`src/rtl/vga_pkg.sv`:
```
// Shared constants for the VGA framebuffer fetch path: default 640x480@60
// timing, framebuffer geometry, BRAM widths and colour field positions.
package vga_pkg;

  localparam int ADDR_W = 15;
  localparam int WORD_W = 18;

  localparam int VGA_H_ACTIVE = 640;
  localparam int VGA_H_FP     = 16;
  localparam int VGA_H_SYNC   = 96;
  localparam int VGA_H_BP     = 48;
  localparam int VGA_V_ACTIVE = 480;
  localparam int VGA_V_FP     = 10;
  localparam int VGA_V_SYNC   = 2;
  localparam int VGA_V_BP     = 33;

  localparam int                VGA_SCALE_SHIFT = 2;
  localparam int                VGA_FB_WIDTH    = 160;
  localparam logic [ADDR_W-1:0] VGA_FB_BASE     = 15'h0000;

  // Colour fields inside the framebuffer word (RGB332 in the low byte)
  localparam int R_MSB = 7;
  localparam int R_LSB = 5;
  localparam int G_MSB = 4;
  localparam int G_LSB = 2;
  localparam int B_MSB = 1;
  localparam int B_LSB = 0;

  // Total length of a line or frame: visible + front porch + sync + back porch
  function automatic int span_total(input int act, input int fp, input int sync, input int bp);
    return act + fp + sync + bp;
  endfunction

  // First count of the sync pulse
  function automatic int sync_start(input int act, input int fp);
    return act + fp;
  endfunction

  // First count after the sync pulse
  function automatic int sync_end(input int act, input int fp, input int sync);
    return act + fp + sync;
  endfunction

endpackage

```
`src/rtl/vga_fb_fetch_if.sv`:
```
// BRAM port B bundle between the display fetch logic and the framebuffer.
interface vga_fb_fetch_if;
  import vga_pkg::*;

  logic [ADDR_W-1:0] addrb;
  logic              web;
  logic [WORD_W-1:0] dinb;
  logic [WORD_W-1:0] doutb;

  modport master (output addrb, output web, output dinb, input doutb);
  modport slave  (input addrb, input web, input dinb, output doutb);

endinterface

```
`src/rtl/vga_timing_gen.sv`:
```
// Raster timing: pixel tick at half the system clock, h/v counters and the
// combinational decode of active/sync/blank at the counter stage.
module vga_timing_gen
  import vga_pkg::*;
#(
  parameter int H_ACTIVE = VGA_H_ACTIVE,
  parameter int H_FP     = VGA_H_FP,
  parameter int H_SYNC   = VGA_H_SYNC,
  parameter int H_BP     = VGA_H_BP,
  parameter int V_ACTIVE = VGA_V_ACTIVE,
  parameter int V_FP     = VGA_V_FP,
  parameter int V_SYNC   = VGA_V_SYNC,
  parameter int V_BP     = VGA_V_BP,
  localparam int H_TOTAL = span_total(H_ACTIVE, H_FP, H_SYNC, H_BP),
  localparam int V_TOTAL = span_total(V_ACTIVE, V_FP, V_SYNC, V_BP),
  localparam int H_CNT_W = $clog2(H_TOTAL),
  localparam int V_CNT_W = $clog2(V_TOTAL)
)(
  input  logic               clk,
  input  logic               rst,
  output logic               pix_en,
  output logic [H_CNT_W-1:0] h_cnt,
  output logic [V_CNT_W-1:0] v_cnt,
  output logic               line_end,
  output logic               last_line,
  output logic               active,
  output logic               hs,
  output logic               vs,
  output logic               vb,
  output logic               frame_start
);

  localparam logic [H_CNT_W-1:0] H_ONE      = H_CNT_W'(1);
  localparam logic [V_CNT_W-1:0] V_ONE      = V_CNT_W'(1);
  localparam logic [H_CNT_W-1:0] H_LAST     = H_CNT_W'(H_TOTAL - 1);
  localparam logic [V_CNT_W-1:0] V_LAST     = V_CNT_W'(V_TOTAL - 1);
  localparam logic [H_CNT_W-1:0] H_ACT_C    = H_CNT_W'(H_ACTIVE);
  localparam logic [V_CNT_W-1:0] V_ACT_C    = V_CNT_W'(V_ACTIVE);
  localparam logic [H_CNT_W-1:0] HS_START_C = H_CNT_W'(sync_start(H_ACTIVE, H_FP));
  localparam logic [H_CNT_W-1:0] HS_END_C   = H_CNT_W'(sync_end(H_ACTIVE, H_FP, H_SYNC));
  localparam logic [V_CNT_W-1:0] VS_START_C = V_CNT_W'(sync_start(V_ACTIVE, V_FP));
  localparam logic [V_CNT_W-1:0] VS_END_C   = V_CNT_W'(sync_end(V_ACTIVE, V_FP, V_SYNC));

  assign line_end  = (h_cnt == H_LAST);
  assign last_line = (v_cnt == V_LAST);

  // Pixel tick: toggles every clock so the first tick lands on the second clock after reset
  always_ff @(posedge clk) begin
    if (rst) pix_en <= 1'b0;
    else     pix_en <= ~pix_en;
  end

  // Raster position, advanced once per pixel tick
  always_ff @(posedge clk) begin
    if (rst) begin
      h_cnt <= '0;
      v_cnt <= '0;
    end else if (pix_en) begin
      if (line_end) begin
        h_cnt <= '0;
        v_cnt <= last_line ? '0 : v_cnt + V_ONE;
      end else begin
        h_cnt <= h_cnt + H_ONE;
      end
    end
  end

  // Frame marker: high for the single clock after the counters wrap to (0,0)
  always_ff @(posedge clk) begin
    if (rst) frame_start <= 1'b0;
    else     frame_start <= pix_en && line_end && last_line;
  end

  assign active = (h_cnt < H_ACT_C) && (v_cnt < V_ACT_C);
  assign hs     = !((h_cnt >= HS_START_C) && (h_cnt < HS_END_C));
  assign vs     = !((v_cnt >= VS_START_C) && (v_cnt < VS_END_C));
  assign vb     = (v_cnt >= V_ACT_C);

endmodule

```
`src/rtl/vga_fb_fetch.sv`:
```
// Display-side framebuffer reader: drives BRAM port B read-only, scales the
// framebuffer up by 2^SCALE_SHIFT in each axis and emits registered RGB and
// syncs, all lagging the raster counters by two pixel ticks.
module vga_fb_fetch
  import vga_pkg::*;
#(
  parameter int                H_ACTIVE    = VGA_H_ACTIVE,
  parameter int                H_FP        = VGA_H_FP,
  parameter int                H_SYNC      = VGA_H_SYNC,
  parameter int                H_BP        = VGA_H_BP,
  parameter int                V_ACTIVE    = VGA_V_ACTIVE,
  parameter int                V_FP        = VGA_V_FP,
  parameter int                V_SYNC      = VGA_V_SYNC,
  parameter int                V_BP        = VGA_V_BP,
  parameter int                SCALE_SHIFT = VGA_SCALE_SHIFT,
  parameter int                FB_WIDTH    = VGA_FB_WIDTH,
  parameter logic [ADDR_W-1:0] FB_BASE     = VGA_FB_BASE,
  localparam int H_CNT_W = $clog2(span_total(H_ACTIVE, H_FP, H_SYNC, H_BP)),
  localparam int V_CNT_W = $clog2(span_total(V_ACTIVE, V_FP, V_SYNC, V_BP))
)(
  input  logic                   clka,
  input  logic                   reset,
  input  logic                   display_en,
  vga_fb_fetch_if.master         bram,
  output logic [R_MSB-R_LSB:0]   vga_r,
  output logic [G_MSB-G_LSB:0]   vga_g,
  output logic [B_MSB-B_LSB:0]   vga_b,
  output logic                   vga_hsync,
  output logic                   vga_vsync,
  output logic                   vblank,
  output logic                   frame_start
);

  localparam logic [ADDR_W-1:0]  FB_WIDTH_C = ADDR_W'(FB_WIDTH);
  localparam logic [V_CNT_W-1:0] V_ONE      = V_CNT_W'(1);
  localparam logic [V_CNT_W-1:0] V_ACT_C    = V_CNT_W'(V_ACTIVE);
  localparam logic [V_CNT_W-1:0] ROW_MASK   = V_CNT_W'((1 << SCALE_SHIFT) - 1);

  logic               pix_en;
  logic [H_CNT_W-1:0] h_cnt;
  logic [V_CNT_W-1:0] v_cnt;
  logic               line_end;
  logic               last_line;
  logic               active;
  logic               hs;
  logic               vs;
  logic               vb;

  logic [ADDR_W-1:0]  row_base;
  logic [ADDR_W-1:0]  addr_p0;
  logic [V_CNT_W-1:0] v_next;
  logic               row_step;
  logic [WORD_W-1:0]  fb_word;
  logic               unused_hi;

  logic vld_p0;
  logic hs_p0;
  logic vs_p0;
  logic vb_p0;

  vga_timing_gen #(
    .H_ACTIVE (H_ACTIVE),
    .H_FP     (H_FP),
    .H_SYNC   (H_SYNC),
    .H_BP     (H_BP),
    .V_ACTIVE (V_ACTIVE),
    .V_FP     (V_FP),
    .V_SYNC   (V_SYNC),
    .V_BP     (V_BP)
  ) u_timing (
    .clk         (clka),
    .rst         (reset),
    .pix_en      (pix_en),
    .h_cnt       (h_cnt),
    .v_cnt       (v_cnt),
    .line_end    (line_end),
    .last_line   (last_line),
    .active      (active),
    .hs          (hs),
    .vs          (vs),
    .vb          (vb),
    .frame_start (frame_start)
  );

  // Port B is read-only from this side
  assign bram.web   = 1'b0;
  assign bram.dinb  = '0;
  assign bram.addrb = addr_p0;

  // Only the low byte carries colour; the upper bits of the word are ignored
  assign fb_word   = bram.doutb;
  assign unused_hi = ^fb_word[WORD_W-1:R_MSB+1];

  // A new framebuffer row starts every 2^SCALE_SHIFT visible lines
  assign v_next   = v_cnt + V_ONE;
  assign row_step = (v_next < V_ACT_C) && ((v_next & ROW_MASK) == '0);

  // Row base: start address of the framebuffer row for the line being scanned
  always_ff @(posedge clka) begin
    if (reset) begin
      row_base <= FB_BASE;
    end else if (pix_en && line_end) begin
      if (last_line)     row_base <= FB_BASE;
      else if (row_step) row_base <= row_base + FB_WIDTH_C;
    end
  end

  // ---- stage p0: BRAM address issue and alignment of the decoded timing ----
  // Address generator: one framebuffer word per 2^SCALE_SHIFT pixels, held in blanking
  always_ff @(posedge clka) begin
    if (reset)                addr_p0 <= FB_BASE;
    else if (pix_en && active) addr_p0 <= row_base + ADDR_W'(h_cnt >> SCALE_SHIFT);
  end

  // Timing flags follow the address so they meet the BRAM data one tick later
  always_ff @(posedge clka) begin
    if (reset) begin
      vld_p0 <= 1'b0;
      hs_p0  <= 1'b1;
      vs_p0  <= 1'b1;
      vb_p0  <= 1'b0;
    end else if (pix_en) begin
      vld_p0 <= active;
      hs_p0  <= hs;
      vs_p0  <= vs;
      vb_p0  <= vb;
    end
  end

  // ---- stage p1: registered outputs, BRAM data arrives on the clock before ----
  // Output register: colour only inside the visible area and while display is enabled
  always_ff @(posedge clka) begin
    if (reset) begin
      vga_r     <= '0;
      vga_g     <= '0;
      vga_b     <= '0;
      vga_hsync <= 1'b1;
      vga_vsync <= 1'b1;
      vblank    <= 1'b0;
    end else if (pix_en) begin
      if (vld_p0 && display_en) begin
        vga_r <= fb_word[R_MSB:R_LSB];
        vga_g <= fb_word[G_MSB:G_LSB];
        vga_b <= fb_word[B_MSB:B_LSB];
      end else begin
        vga_r <= '0;
        vga_g <= '0;
        vga_b <= '0;
      end
      vga_hsync <= hs_p0;
      vga_vsync <= vs_p0;
      vblank    <= vb_p0;
    end
  end

endmodule

```
`src/flat_wrapper.sv`:
```
// flat-port wrapper written by rule: the top's interface ports become plain ports
module vga_fb_fetch_flat import vga_pkg::*;
#(
  parameter int                H_ACTIVE    = VGA_H_ACTIVE,
  parameter int                H_FP        = VGA_H_FP,
  parameter int                H_SYNC      = VGA_H_SYNC,
  parameter int                H_BP        = VGA_H_BP,
  parameter int                V_ACTIVE    = VGA_V_ACTIVE,
  parameter int                V_FP        = VGA_V_FP,
  parameter int                V_SYNC      = VGA_V_SYNC,
  parameter int                V_BP        = VGA_V_BP,
  parameter int                SCALE_SHIFT = VGA_SCALE_SHIFT,
  parameter int                FB_WIDTH    = VGA_FB_WIDTH,
  parameter logic [ADDR_W-1:0] FB_BASE     = VGA_FB_BASE,
  localparam int H_CNT_W = $clog2(span_total(H_ACTIVE, H_FP, H_SYNC, H_BP)),
  localparam int V_CNT_W = $clog2(span_total(V_ACTIVE, V_FP, V_SYNC, V_BP))
)
  (clka, reset, display_en, vga_r, vga_g, vga_b, vga_hsync, vga_vsync, vblank, frame_start, bram_addrb, bram_web, bram_dinb, bram_doutb);
  vga_fb_fetch_if bram_i ();
  input  logic clka;
  input  logic reset;
  input  logic display_en;
  output logic [R_MSB-R_LSB:0] vga_r;
  output logic [G_MSB-G_LSB:0] vga_g;
  output logic [B_MSB-B_LSB:0] vga_b;
  output logic vga_hsync;
  output logic vga_vsync;
  output logic vblank;
  output logic frame_start;
  output wire logic [$bits(bram_i.addrb)-1:0] bram_addrb;
  output wire logic [$bits(bram_i.web)-1:0] bram_web;
  output wire logic [$bits(bram_i.dinb)-1:0] bram_dinb;
  input wire logic [$bits(bram_i.doutb)-1:0] bram_doutb;
  assign bram_addrb = bram_i.addrb;
  assign bram_web = bram_i.web;
  assign bram_dinb = bram_i.dinb;
  assign bram_i.doutb = bram_doutb;
  vga_fb_fetch #(.H_ACTIVE(H_ACTIVE), .H_FP(H_FP), .H_SYNC(H_SYNC), .H_BP(H_BP), .V_ACTIVE(V_ACTIVE), .V_FP(V_FP), .V_SYNC(V_SYNC), .V_BP(V_BP), .SCALE_SHIFT(SCALE_SHIFT), .FB_WIDTH(FB_WIDTH), .FB_BASE(FB_BASE)) u_core (.clka(clka), .reset(reset), .display_en(display_en), .bram(bram_i), .vga_r(vga_r), .vga_g(vga_g), .vga_b(vga_b), .vga_hsync(vga_hsync), .vga_vsync(vga_vsync), .vblank(vblank), .frame_start(frame_start));
endmodule
```
`config.mk`:
```
export PLATFORM = sky130hd
export DESIGN_NAME = vga_fb_fetch_flat
export DESIGN_NICKNAME = d
export VERILOG_FILES = /design/src/rtl/vga_pkg.sv /design/src/rtl/vga_fb_fetch_if.sv /design/src/rtl/vga_timing_gen.sv /design/src/rtl/vga_fb_fetch.sv /design/src/flat_wrapper.sv
export SDC_FILE = /design/constraint.sdc
export NUM_CORES = 1
export LEC_CHECK = 0
export ABC_AREA = 1
export BUFFER_PORTS_ARGS = -buffer_cell sky130_fd_sc_hd__buf_2
export CORE_UTILIZATION = 51
export CTS_BUF_LIST = sky130_fd_sc_hd__clkbuf_8
export DETAILED_ROUTE_END_ITERATION = 8
export PLACE_DENSITY = 0.75
export SKIP_LAST_GASP = 1
export SYNTH_ARGS = -nofsm -noshare
export SYNTH_HDL_FRONTEND = slang
export SYNTH_SLANG_ARGS = --single-unit
```
`constraint.sdc`:
```
create_clock -name clka -period 1.9 [get_ports clka]
set_input_delay 0.285 -clock clka [delete_from_list [all_inputs] [get_ports clka]]
set_output_delay 0.285 -clock clka [all_outputs]
set_load 0.05 [all_outputs]
```
; ---- Yosys cells after proc, flatten, opt, wreduce, memory -nomap -nowiden
; Index checks and enable logic that the tools add are counted.
[totals]
regBits = 67
latchBits = 0
mem_bits_rw = 0
romBits = 0
in_bits = 21
output_inout_bits = 46
word_cells = 52
memories = 0
[op_classes]
add_sub_neg = 4
mul = 0
div_mod_pow = 0
n_lt_le_gt_ge = 8
eq_ne = 2
shifts = 0
muxes = 7
bitwise_logic = 1
n_reduce_logical = 14
[op_table]
columns = cell, n
row1 = "10-bit by 9-bit less-than comparator with 1-bit output, second input constant", 3
row2 = 15-bit 2-to-1 mux, 2
row3 = "10-bit by 1-bit adder with 10-bit output, second input constant", 2
row4 = "10-bit == test, second input constant", 2
row5 = "10-bit by 9-bit greater-or-equal comparator with 1-bit output, second input constant", 2
row6 = "10-bit less-than comparator, second input constant", 2
row7 = 10-bit 2-to-1 mux, 2
row8 = 15-bit by 8-bit adder with 15-bit output, 1
row9 = "15-bit by 8-bit adder with 15-bit output, second input constant", 1
row10 = "10-bit greater-or-equal comparator, second input constant", 1
row11 = 10-bit logical NOT, 1
row12 = 1-bit logical AND, 8
row13 = 3-bit 2-to-1 mux, 2
row14 = 2-bit AND reduction, 2
row15 = 1-bit logical NOT, 2
row16 = 2-bit 2-to-1 mux, 1
row17 = 2-bit nonzero test, 1
row18 = 1-bit inverter, 1

; ---- Logic depth before layout (Yosys ltp)
; Gate-level depths: netlist (run 1).
[depth]
ltp_word = 5
mapped_depth = 11
mapped_depth_nobuf = 11

; ---- Cells and area by module
; A second synthesis (run 1) with hierarchy kept.
[hier_totals]
hier_cells = 515
area_unflattened_um2 = 3528.4
[modules_own_cells]
columns = module, n_inst, cells_each, area_each_um2, seq_area_each_um2
row1 = vga_fb_fetch, 1, 323, 2167.1, 800.8
row2 = vga_timing_gen, 1, 192, 1361.3, 440.4

; ---- Worst setup path before layout (run 1)
; OpenSTA, ideal clock, no wires.
[synth_timing]
path_type = register to register
from = register u_core.row_base[6]
to = register u_core.addr_p0[10], in the netlist u_core.bram.addrb[10]
setup_ns = 0.109
arrival_ns = 1.452
required_ns = 1.791
path_slack_ns = 0.339
path_stages_with_launch = 11
path_buffers = 0
period_less_slack_ns = 1.561
cell_sequence = dfxtp_1 ha_1 nand2_1 nand2_1 a21oi_1 o21ai_2 nand2_1 xor2_1 nand2_1 nand2_1 inv_1
[synth_via]
elab_chain_cells = 1
[synth_lines]
columns = element, line
row1 = from (decl), vga_fb_fetch.sv:49  ; logic [ADDR_W-1:0] row_base;
row2 = from (signal assigned), vga_fb_fetch.sv:104  ; else if (row_step) row_base <= row_base + FB_WIDTH_C;
row3 = 15-bit by 8-bit adder with 15-bit output, vga_fb_fetch.sv:112  ; else if (pix_en && active) addr_p0 <= row_base + ADDR_W'(h_cnt >> SCALE_SHIFT);
row4 = to (signal assigned), vga_fb_fetch.sv:112
row5 = to (decl), vga_fb_fetch.sv:50  ; logic [ADDR_W-1:0] addr_p0;
; Every way passes these cells.
; A chain may end at the register's enable or synchronous reset.

; ---- Worst setup path in the final report (run 1)
; Ends and elaborated chain as after synthesis.

==> metrics.cfg, run 1 <==
[floorplanning]
coreArea_um2=6026
rows=28
die_x_um=81.95
ios=67
die_y_um=81.95
start_util_pct=54.09
die_area_um2=6715

[global_route]
grt_first_pass_wirelength_um=11840
grt_pass1_vias=2763
grt_use_total_pct=23.50
grt_max_degree=25
grt-ovfl-total=0
antenna_found_initial=0

[power]
peakVddDrop_mv=0.6330
power_density_nw_per_um2=770.4
p_leak_nw=1.670

[cells_and_area]
finish.utilization_pct=62.17
final_cell_count_no_fill=580
nets=532
diodes=0
drive_above_1_share_pct=17.82
syn2layout_area_growth_pct=14.93

[sta]
hold_viol=0
slew-limit-headroom_pct=49.84
whs_ns=0.1912
finalSetupTns_ns=0
fmax_mhz=579.0
finalMaxSlewViolations=0
rsz0062_at_grt=false
worst_pin_slew_ns=0.7497
min_period_ns=1.727
setup_slack_ns=0.1729
skew_ns=0.005537
finalSetupViolations=0
fin_crit_sh_pct=90.90

[worst_setup_path]
crit_path_max_fanout=5
critPathCaptureType=register
start_kind=register
crit_arrival_ns=1.98
worstPathRequired_ns=2.15
path_class=register to register

[yosys]
synth.most_common_cell=nand2_1
synth-seq-cells=62
synth_area_um2=3259
syn_area_per_cell_um2=7.275
synthArstFlopShare_pct=0
yosysTopAreaCellShare_pct=38.08
yosysTopAreaCell=dfxtp_1
synth_edf_count=0
synth_cells=448
synth_common_cells=nand2_1 (80), dfxtp_1 (62), nor2_1 (60), inv_1 (59), o21ai_0 (36)
yosysWarnings=0
synth_top_flop_cell=dfxtp_1
ys_seq_area_share_pct=38.08
ys_top_cells_by_area=dfxtp_1 (38%), nand2_1 (9.2%), nor2_1 (6.9%)
yosysUniqueCellTypes=38

[cts]
cts_buffers=9
clock_sinks=62
cts_tree=yes
insertion_delay_ns=0.34
root_buffer=clkbuf_8
hold_buffers=0
clkSlewWorstSetupHoldPaths_ns=0.07
htree_num_levels=3
clk_path_buf_depth=2

[placed_design]
dpl.hpwl_um=5198
dp.cells=563
place_ws_ns=0.1359
gp_congestion=0.9090
numPortBuffers=37

[drt]
viasPerCell=5.060
vias=2935
wire_per_inst_um=12.14
firstDrtPassIters=4
drt_wl_total_um=7039
postRouteAntennaNets=0
drt_iter0_markers=145
drc=0

[worst_hold_path]
hp-class=primary input to register

[outcome]
status=completed

[flow_run]
cap_viol_max_count=0

-- registers in the layout (all words and copies together), names as in the netlist --
name / count
u_core.bram.addrb: 15
u_core.hs_p0: 1
u_core.row_base: 10
u_core.u_timing.frame_start: 1
u_core.u_timing.h_cnt: 10
u_core.u_timing.pix_en: 1
u_core.u_timing.v_cnt: 10
u_core.vb_p0: 1
u_core.vblank: 1
u_core.vga_b: 2
u_core.vga_g: 3
u_core.vga_hsync: 1
u_core.vga_r: 3
u_core.vga_vsync: 1
u_core.vld_p0: 1
u_core.vs_p0: 1
-- layout make-up --
class	instances	area, um^2
inverters	60	229.0
clock inverters	3	41.29
repair buffers	47	260.3
clock buffers	13	178.9
multi-input cells	319	1692
well taps	75	93.84
fillers	577	2280
repair inverters	1	7.507
flip-flops and latches	62	1244
-- cell usage in the layout (no fill, tap or decap), types with 3 or more instances in the layout --
cell         n
a31oi_1      3
nor2_1      60
clkbuf_8    13
clkinvlp_4   3
nand3_1     24
conb_1      20
dfxtp_1     60
nor2_4       3
nand3_2      3
buf_2       37
nand4_1      7
a21oi_1     21
inv_1       58
nand2_2      4
xor2_1       9
o21ai_0     36
buf_4       10
ha_1        11
nand2_1     80
o22ai_1      4
nor3_1      10
-- worst max-delay path, stage by stage, from the launching register on --
cell     delay [ns]
dfxtp_1        0.34
ha_1           0.35
nand2_1        0.08
nand2_1        0.07
a21oi_1        0.25
o21ai_2        0.15
nand2_1        0.10
xor2_1         0.15
nand2_1        0.06
nand2_1        0.05
inv_1          0.03
-- power breakdown --
part / switching [mW] / leakage [nW] / internal (mW)
logic: 0.241 / 1.05 / 0.0520
clock network: 0.503 / 0.113 / 0.744
registers: 0.0166 / 0.504 / 1.33
-- cells by family after synthesis --
group,Yosys count,share of synthesized area (%)
simple gates,202,29.21
xor+xnor,11,2.956
buf+inv,86,12.21
fa+ha+maj,11,4.223
compound gates,75,13.21
other cells,1,0.1151
flops,62,38.08
-- per-stage QoR --
step                power, mW  area (um^2)
finish                  2.886         3746
global route            2.988         3746
CTS                     2.916         3732
detailed placement      1.663         3512
global placement        1.658         3512
floorplan               1.638         3331
-- path summary, 6_finish.rpt --
path                                        endpoint  depth (start not counted)  slack [ns]                            start
hold reg to reg         u_core.vga_b[1]$_SDFFE_PP0P_                          2        0.46     u_core.vga_b[1]$_SDFFE_PP0P_
setup reg to reg  u_core.bram.addrb[10]$_SDFFE_PP0P_                         10        0.17  u_core.row_base[6]$_SDFFE_PP0P_
hold / removal          u_core.vga_b[1]$_SDFFE_PP0P_                          3        0.19                    bram_doutb[1]
setup / recovery  u_core.bram.addrb[10]$_SDFFE_PP0P_                         10        0.17  u_core.row_base[6]$_SDFFE_PP0P_
-- routing by layer --
metal	GRT usage, %	up-vias	wire length [um]
li1	-	1510	-
met1	26.75	1325	3167
met2	40.25	85	3378
met3	8.000	15	363
met4	8.947	0	129
met5	0	-	0
-- repair_timing --
| item | in CTS | in global routing |
|---|---|---|
| gates resized for setup | 0 | 5 |
| buffers inserted | 0 | 0 |
| setup endpoints to repair | 0 | 14 |
No activity file was read; power rests on OpenSTA's default activity.
==> run 2: changes to the inputs <==
--- a/config.mk
+++ b/config.mk
@@ -8,8 +8,8 @@
 export ABC_AREA = 1
 export BUFFER_PORTS_ARGS = -buffer_cell sky130_fd_sc_hd__buf_2
 export CORE_UTILIZATION = 51
-export CTS_BUF_LIST = sky130_fd_sc_hd__clkbuf_8
 export DETAILED_ROUTE_END_ITERATION = 8
+export GPL_ROUTABILITY_DRIVEN = 0
 export PLACE_DENSITY = 0.75
 export SKIP_LAST_GASP = 1
 export SYNTH_ARGS = -nofsm -noshare
==> run 2 against run 1 <==
Compared with the run above:
- design area is the same
- worst setup slack gained 0.00053 ns
- final cell count is the same
- combinational power is essentially flat
- clock power is essentially flat
==> metrics.cfg, run 2 (synthesis results as in run 1) <==
[outcome]
status=completed

[sta]
finalMaxSlewViolations=0  ; unchanged
finalSetupTns_ns=0  ; unchanged
hold_viol=0  ; unchanged
slew-limit-headroom_pct=49.87  ; about the same
rsz0062_at_grt=false
finalSetupViolations=0  ; unchanged
skew_ns=0.005248  ; -0.0002894 ns
fin_crit_sh_pct=90.87  ; about the same
setup_slack_ns=0.1735  ; +0.0005330 ns
worst_pin_slew_ns=0.7491  ; -0.0005917 ns
fmax_mhz=579.2  ; about the same
min_period_ns=1.727  ; -0.0005330 ns

[cts]
cts_setup_buffers=0  ; unchanged
clkSlewWorstSetupHoldPaths_ns=0.07  ; about the same
root_buffer=clkbuf_8
clk_path_buf_depth=2  ; unchanged
htree_num_levels=3  ; unchanged
cts_tree=yes
insertion_delay_ns=0.34  ; about the same
post_cts_resized=0  ; unchanged
clock_sinks=62  ; unchanged
cts_buffers=9  ; unchanged
hold_buffers=0  ; unchanged

[global_route]
antenna_found_initial=0  ; unchanged
grt_first_pass_wirelength_um=11840  ; unchanged
grt_pass1_vias=2763  ; unchanged
grt-ovfl-total=0  ; unchanged
grt_use_total_pct=23.50  ; unchanged
grt_max_degree=25  ; unchanged

[worst_hold_path]
hp-class=primary input to register

[drt]
wire_per_inst_um=12.12  ; about the same
viasPerCell=5.079  ; +0.37%
drt_wl_total_um=7032  ; about the same
firstDrtPassIters=4  ; unchanged
postRouteAntennaNets=0  ; unchanged
drt_iter0_markers=143  ; -1.4%
drc=0  ; unchanged
vias=2946  ; +0.37%

[placed_design]
dpl.hpwl_um=5198  ; unchanged
numPortBuffers=37  ; unchanged
dp.cells=563  ; unchanged
place_ws_ns=0.1359  ; unchanged

[worst_setup_path]
worstPathRequired_ns=2.15  ; about the same
cp_common_cell=nand2_1
path_delay_family=compound AO/OA/AOI/OAI gates
critPathMaxStageDelay_ns=0.35  ; about the same
crit_chain=ha_1 -> nand2_1 -> nand2_1 -> a21oi_1 -> o21ai_2 -> nand2_1 -> xor2_1 -> nand2_1 -> nand2_1 -> inv_1
crit_path_max_fanout=5  ; unchanged
path_class=register to register
crit_buf_inv=1  ; unchanged
critical-path-slowest-cell=ha_1
start_kind=register
crit_arrival_ns=1.98  ; about the same
critPathCaptureType=register

[floorplanning]
coreArea_um2=6026  ; unchanged
die_x_um=81.95  ; unchanged
start_util_pct=54.09  ; unchanged
ios=67  ; unchanged
rows=28  ; unchanged
die_area_um2=6715  ; unchanged
die_y_um=81.95  ; unchanged

[cells_and_area]
final_cell_count_no_fill=580  ; unchanged
largest_reg_flops=15  ; unchanged
nets=532  ; unchanged
syn2layout_area_growth_pct=14.93  ; unchanged
final_cell_mix=nand2_1 (80), nor2_1 (60), dfxtp_1 (60)
diodes=0  ; unchanged
drive_above_1_share_pct=17.82  ; unchanged
final_common_cell=nand2_1

[flow_run]
cap_viol_max_count=0  ; unchanged

[power]
peakVddDrop_mv=0.6331  ; about the same
power_mw=2.891  ; +0.18%
power_density_nw_per_um2=771.8  ; +0.18%
p_leak_nw=1.666  ; -0.25%

## run 2: layout make-up
| type | count | area, um^2 |
|---|---|---|
| timing repair inverter | 1 | 7.507 |
| multi-input combinational | 319 | 1692 |
| tap | 75 | 93.84 |
| clock buffer | 14 | 182.7 |
| clock inverter | 2 | 37.54 |
| timing repair buffer | 47 | 260.3 |
| fill | 577 | 2280 |
| inverter | 60 | 229.0 |
| sequential | 62 | 1244 |
## run 2: final timing paths
check                                  startpoint                            endpoint  slack [ns]  cells after the start
hold reg to reg      u_core.vga_b[1]$_SDFFE_PP0P_        u_core.vga_b[1]$_SDFFE_PP0P_        0.46                      2
setup reg to reg  u_core.row_base[6]$_SDFFE_PP0P_  u_core.bram.addrb[10]$_SDFFE_PP0P_        0.17                     10
hold / removal                      bram_doutb[1]        u_core.vga_b[1]$_SDFFE_PP0P_        0.19                      3
setup / recovery  u_core.row_base[6]$_SDFFE_PP0P_  u_core.bram.addrb[10]$_SDFFE_PP0P_        0.17                     10
## run 2: worst register-to-register path: cells and delay by family, from the launching register on
kind                     cells  cell delay [ns]
AND/OR/NAND/NOR              5             0.36
AO/OA/AOI/OAI                2             0.40
flip-flops                   1             0.34
buffers and inverters        1             0.03
XOR/XNOR                     1             0.15
adder cells (fa/ha/maj)      1             0.35
## run 2: where the power goes
group	switching, mW	internal, mW	total [mW]	leakage, nW
Combinational	0.241	0.0520	0.293	1.05
Sequential	0.0166	1.33	1.35	0.504
Clock	0.503	0.750	1.25	0.109
Total	0.761	2.13	2.89	1.67
## run 2: stage by stage
| stage | instance area [um^2] | utilization [%] | hold WS [ns] |
|---|---|---|---|
| 6_report | 3746 | 62.17 | 0.1911 |
| 5_1_grt | 3746 | 62.17 | 0.1797 |
| 4_1_cts | 3732 | 61.94 | 0.1769 |
| 3_5_place_dp | 3512 | 58.28 | 0.4449 |
| 3_3_place_gp | 3512 | 58.28 | 0.4349 |
| 2_1_floorplan | 3331 | - | 0.4270 |
## run 2: metal layers
metal	global-route usage (%)	vias up	wire [um]
li1	-	1513	-
met1	26.75	1331	3148
met2	40.25	87	3377
met3	8.000	15	377
met4	8.947	0	129
met5	0	-	0
==> run 3: changes to the inputs <==
--- a/config.mk
+++ b/config.mk
@@ -10,7 +10,7 @@
 export CORE_UTILIZATION = 51
 export DETAILED_ROUTE_END_ITERATION = 8
 export GPL_ROUTABILITY_DRIVEN = 0
-export PLACE_DENSITY = 0.75
+export PLACE_DENSITY_LB_ADDON = 0.08
 export SKIP_LAST_GASP = 1
 export SYNTH_ARGS = -nofsm -noshare
 export SYNTH_HDL_FRONTEND = slang
==> run 3 against run 2 <==
Compared with the run above:
- final cell count unchanged
- count of clock-buffer cells in the layout decreased by 5
- global-route usage fell by 1.6 points
- worst setup slack worse by 0.046 ns
- worst hold slack got worse by 0.0055 ns
- sequential cell count did not move
- combinational power grew 2%
- maximum frequency down 2.6%
- sequential power hardly changed
- power shrank 2.5%
- via count fell by 2.5%
- critical path depth fell by 2
==> metrics.cfg, run 3 (synthesis results as in run 1) <==
[floorplanning]
ios=67  ; unchanged
die_x_um=81.95  ; unchanged
die_y_um=81.95  ; unchanged
die_area_um2=6715  ; unchanged
coreArea_um2=6026  ; unchanged
start_util_pct=54.09  ; unchanged
rows=28  ; unchanged

[worst_setup_path]
r2r_start=u_core.u_timing.v_cnt[5]$_SDFFE_PP0P_
critPathLaunch=u_core.u_timing.v_cnt[5]$_SDFFE_PP0P_
critPathCaptureType=register
critical-path-slowest-cell=inv_1
crit_arrival_ns=2.01  ; +0.03 ns
crit_path_max_fanout=21  ; +16
cp-endpoint=u_core.bram.addrb[13]$_SDFFE_PP0P_
r2r_slack_ns=0.13  ; -0.05 ns
path_class=register to register
critPathMaxStageDelay_ns=0.43  ; +0.08 ns
r2r_end=u_core.bram.addrb[13]$_SDFFE_PP0P_
r2r_cells=8  ; -2
crit_chain=nand2_2 -> o21ai_0 -> inv_1 -> nand3_2 -> inv_1 -> o21ai_0 -> a21oi_1 -> nor2_1
worstPathRequired_ns=2.13  ; -0.02 ns
start_kind=register

[cts]
cts_buffers=9  ; unchanged
clkSlewWorstSetupHoldPaths_ns=0.08  ; about the same
root_buffer=clkbuf_8
insertion_delay_ns=0.34  ; about the same
clk_path_buf_depth=2  ; unchanged
cts_tree=yes
post_cts_resized=0  ; unchanged
clock_sinks=62  ; unchanged
htree_num_levels=3  ; unchanged
hold_buffers=0  ; unchanged
cts_setup_buffers=0  ; unchanged

[drt]
wire_per_inst_um=11.78  ; -2.9%
firstDrtPassIters=5  ; +1
postRouteAntennaNets=0  ; unchanged
drc=0  ; unchanged
drt_iter0_markers=160  ; +12%
drt_wl_total_um=6831  ; -2.9%
vias=2872  ; -2.5%
viasPerCell=4.952  ; -2.5%

[sta]
fin_crit_sh_pct=93.31  ; +2.4 points
hold_viol=0  ; unchanged
rsz0062_at_grt=true
finalMaxSlewViolations=0  ; unchanged
min_period_ns=1.773  ; +0.04639 ns
fmax_mhz=564.0  ; -2.6%
finalSetupTns_ns=0  ; unchanged
slew-limit-headroom_pct=62.92  ; +13 points
worst_pin_slew_ns=0.5556  ; -0.1935 ns
whs_ns=0.1856  ; -0.005489 ns
skew_ns=0.009784  ; +0.004536 ns
setup_slack_ns=0.1271  ; -0.04639 ns
finalSetupViolations=0  ; unchanged

[global_route]
grt_first_pass_wirelength_um=11130  ; -6.0%
grt_pass1_vias=2493  ; -9.8%
grt_use_total_pct=21.90  ; -1.6 points
antenna_found_initial=0  ; unchanged
grt-ovfl-total=0  ; unchanged
grt_max_degree=22  ; -12%

[power]
power_mw=2.818  ; -2.5%
peakVddDrop_mv=0.5189  ; -18%
power_density_nw_per_um2=756.8  ; -1.9%
p_leak_nw=1.669  ; +0.18%

[flow_run]
cap_viol_max_count=0  ; unchanged

[cells_and_area]
largest_reg_flops=15  ; unchanged
finish.utilization_pct=61.79  ; -0.37 points
final_cell_mix=nand2_1 (80), nor2_1 (60), dfxtp_1 (60)
final_common_cell=nand2_1
drive_above_1_share_pct=18.02  ; +0.20 points
final_cell_count_no_fill=580  ; unchanged
final_cell_area_um2=3724  ; -0.60%
nets=532  ; unchanged
syn2layout_area_growth_pct=14.24
diodes=0  ; unchanged
fill_cells=558  ; -3.3%

[outcome]
status=completed

[worst_hold_path]
hold_path_startpoint=bram_doutb[2]
hp-class=primary input to register

[placed_design]
numPortBuffers=37  ; unchanged
place_ws_ns=0.1134  ; -0.02258 ns
dpl.hpwl_um=5073  ; -2.4%
placed_area_um2=3520  ; +0.21%
dp.cells=564  ; +0.18%

[run 3: changes by cell type in the layout (fill, tap and decap cells not counted), sizes merged]
cell,previous run,this run
inv,59,61
buf,47,48
clkinvlp,3,1
clkinv,0,4
clkbuf,14,9
[run 3: worst min-delay path by stage]
stage	cells past startpoint	slack (ns)	to
final	3	0.19	u_core.vga_g[0]$_SDFFE_PP0P_
after global routing	3	0.18	u_core.vga_b[0]$_SDFFE_PP0P_
after CTS	3	0.18	u_core.vga_b[1]$_SDFFE_PP0P_
after detailed placement	2	0.44	u_core.vga_g[0]$_SDFFE_PP0P_
after global placement	2	0.44	u_core.vga_g[2]$_SDFFE_PP0P_
after floorplan	2	0.43	u_core.vld_p0$_SDFFE_PP0P_
[run 3: final cells by class]
cell class | instances | area [um^2] | area share, %
clock inverter | 7 | 73.82 | 1.983
timing repair buffer | 48 | 267.8 | 7.191
inverter | 60 | 225.2 | 6.048
multi-input combinational | 319 | 1695 | 45.53
tap | 75 | 93.84 | 2.520
sequential | 62 | 1244 | 33.40
clock buffer | 9 | 123.9 | 3.327
[run 3: power by group]
group | switching (mW) | internal (mW) | total (mW)
Combinational | 0.240 | 0.0579 | 0.298
Clock | 0.569 | 0.610 | 1.18
Sequential | 0.0136 | 1.33 | 1.34
[run 3: layer usage]
| layer | wire length [um] | track usage, % |
|---|---|---|
| met2 | 3014 | 34.88 |
| met5 | 0 | 0 |
| met3 | 355 | 5.556 |
| met1 | 3372 | 28.19 |
| met4 | 88 | 8.421 |
[run 3: worst max-delay path: cells and delay by family (launching register included)]
| family | cells | cell delay (ns) |
|---|---|---|
| AND/OR/NAND/NOR | 3 | 0.29 |
| flip-flops | 1 | 0.39 |
| buffers and inverters | 2 | 0.54 |
| AO/OA/AOI/OAI | 3 | 0.43 |
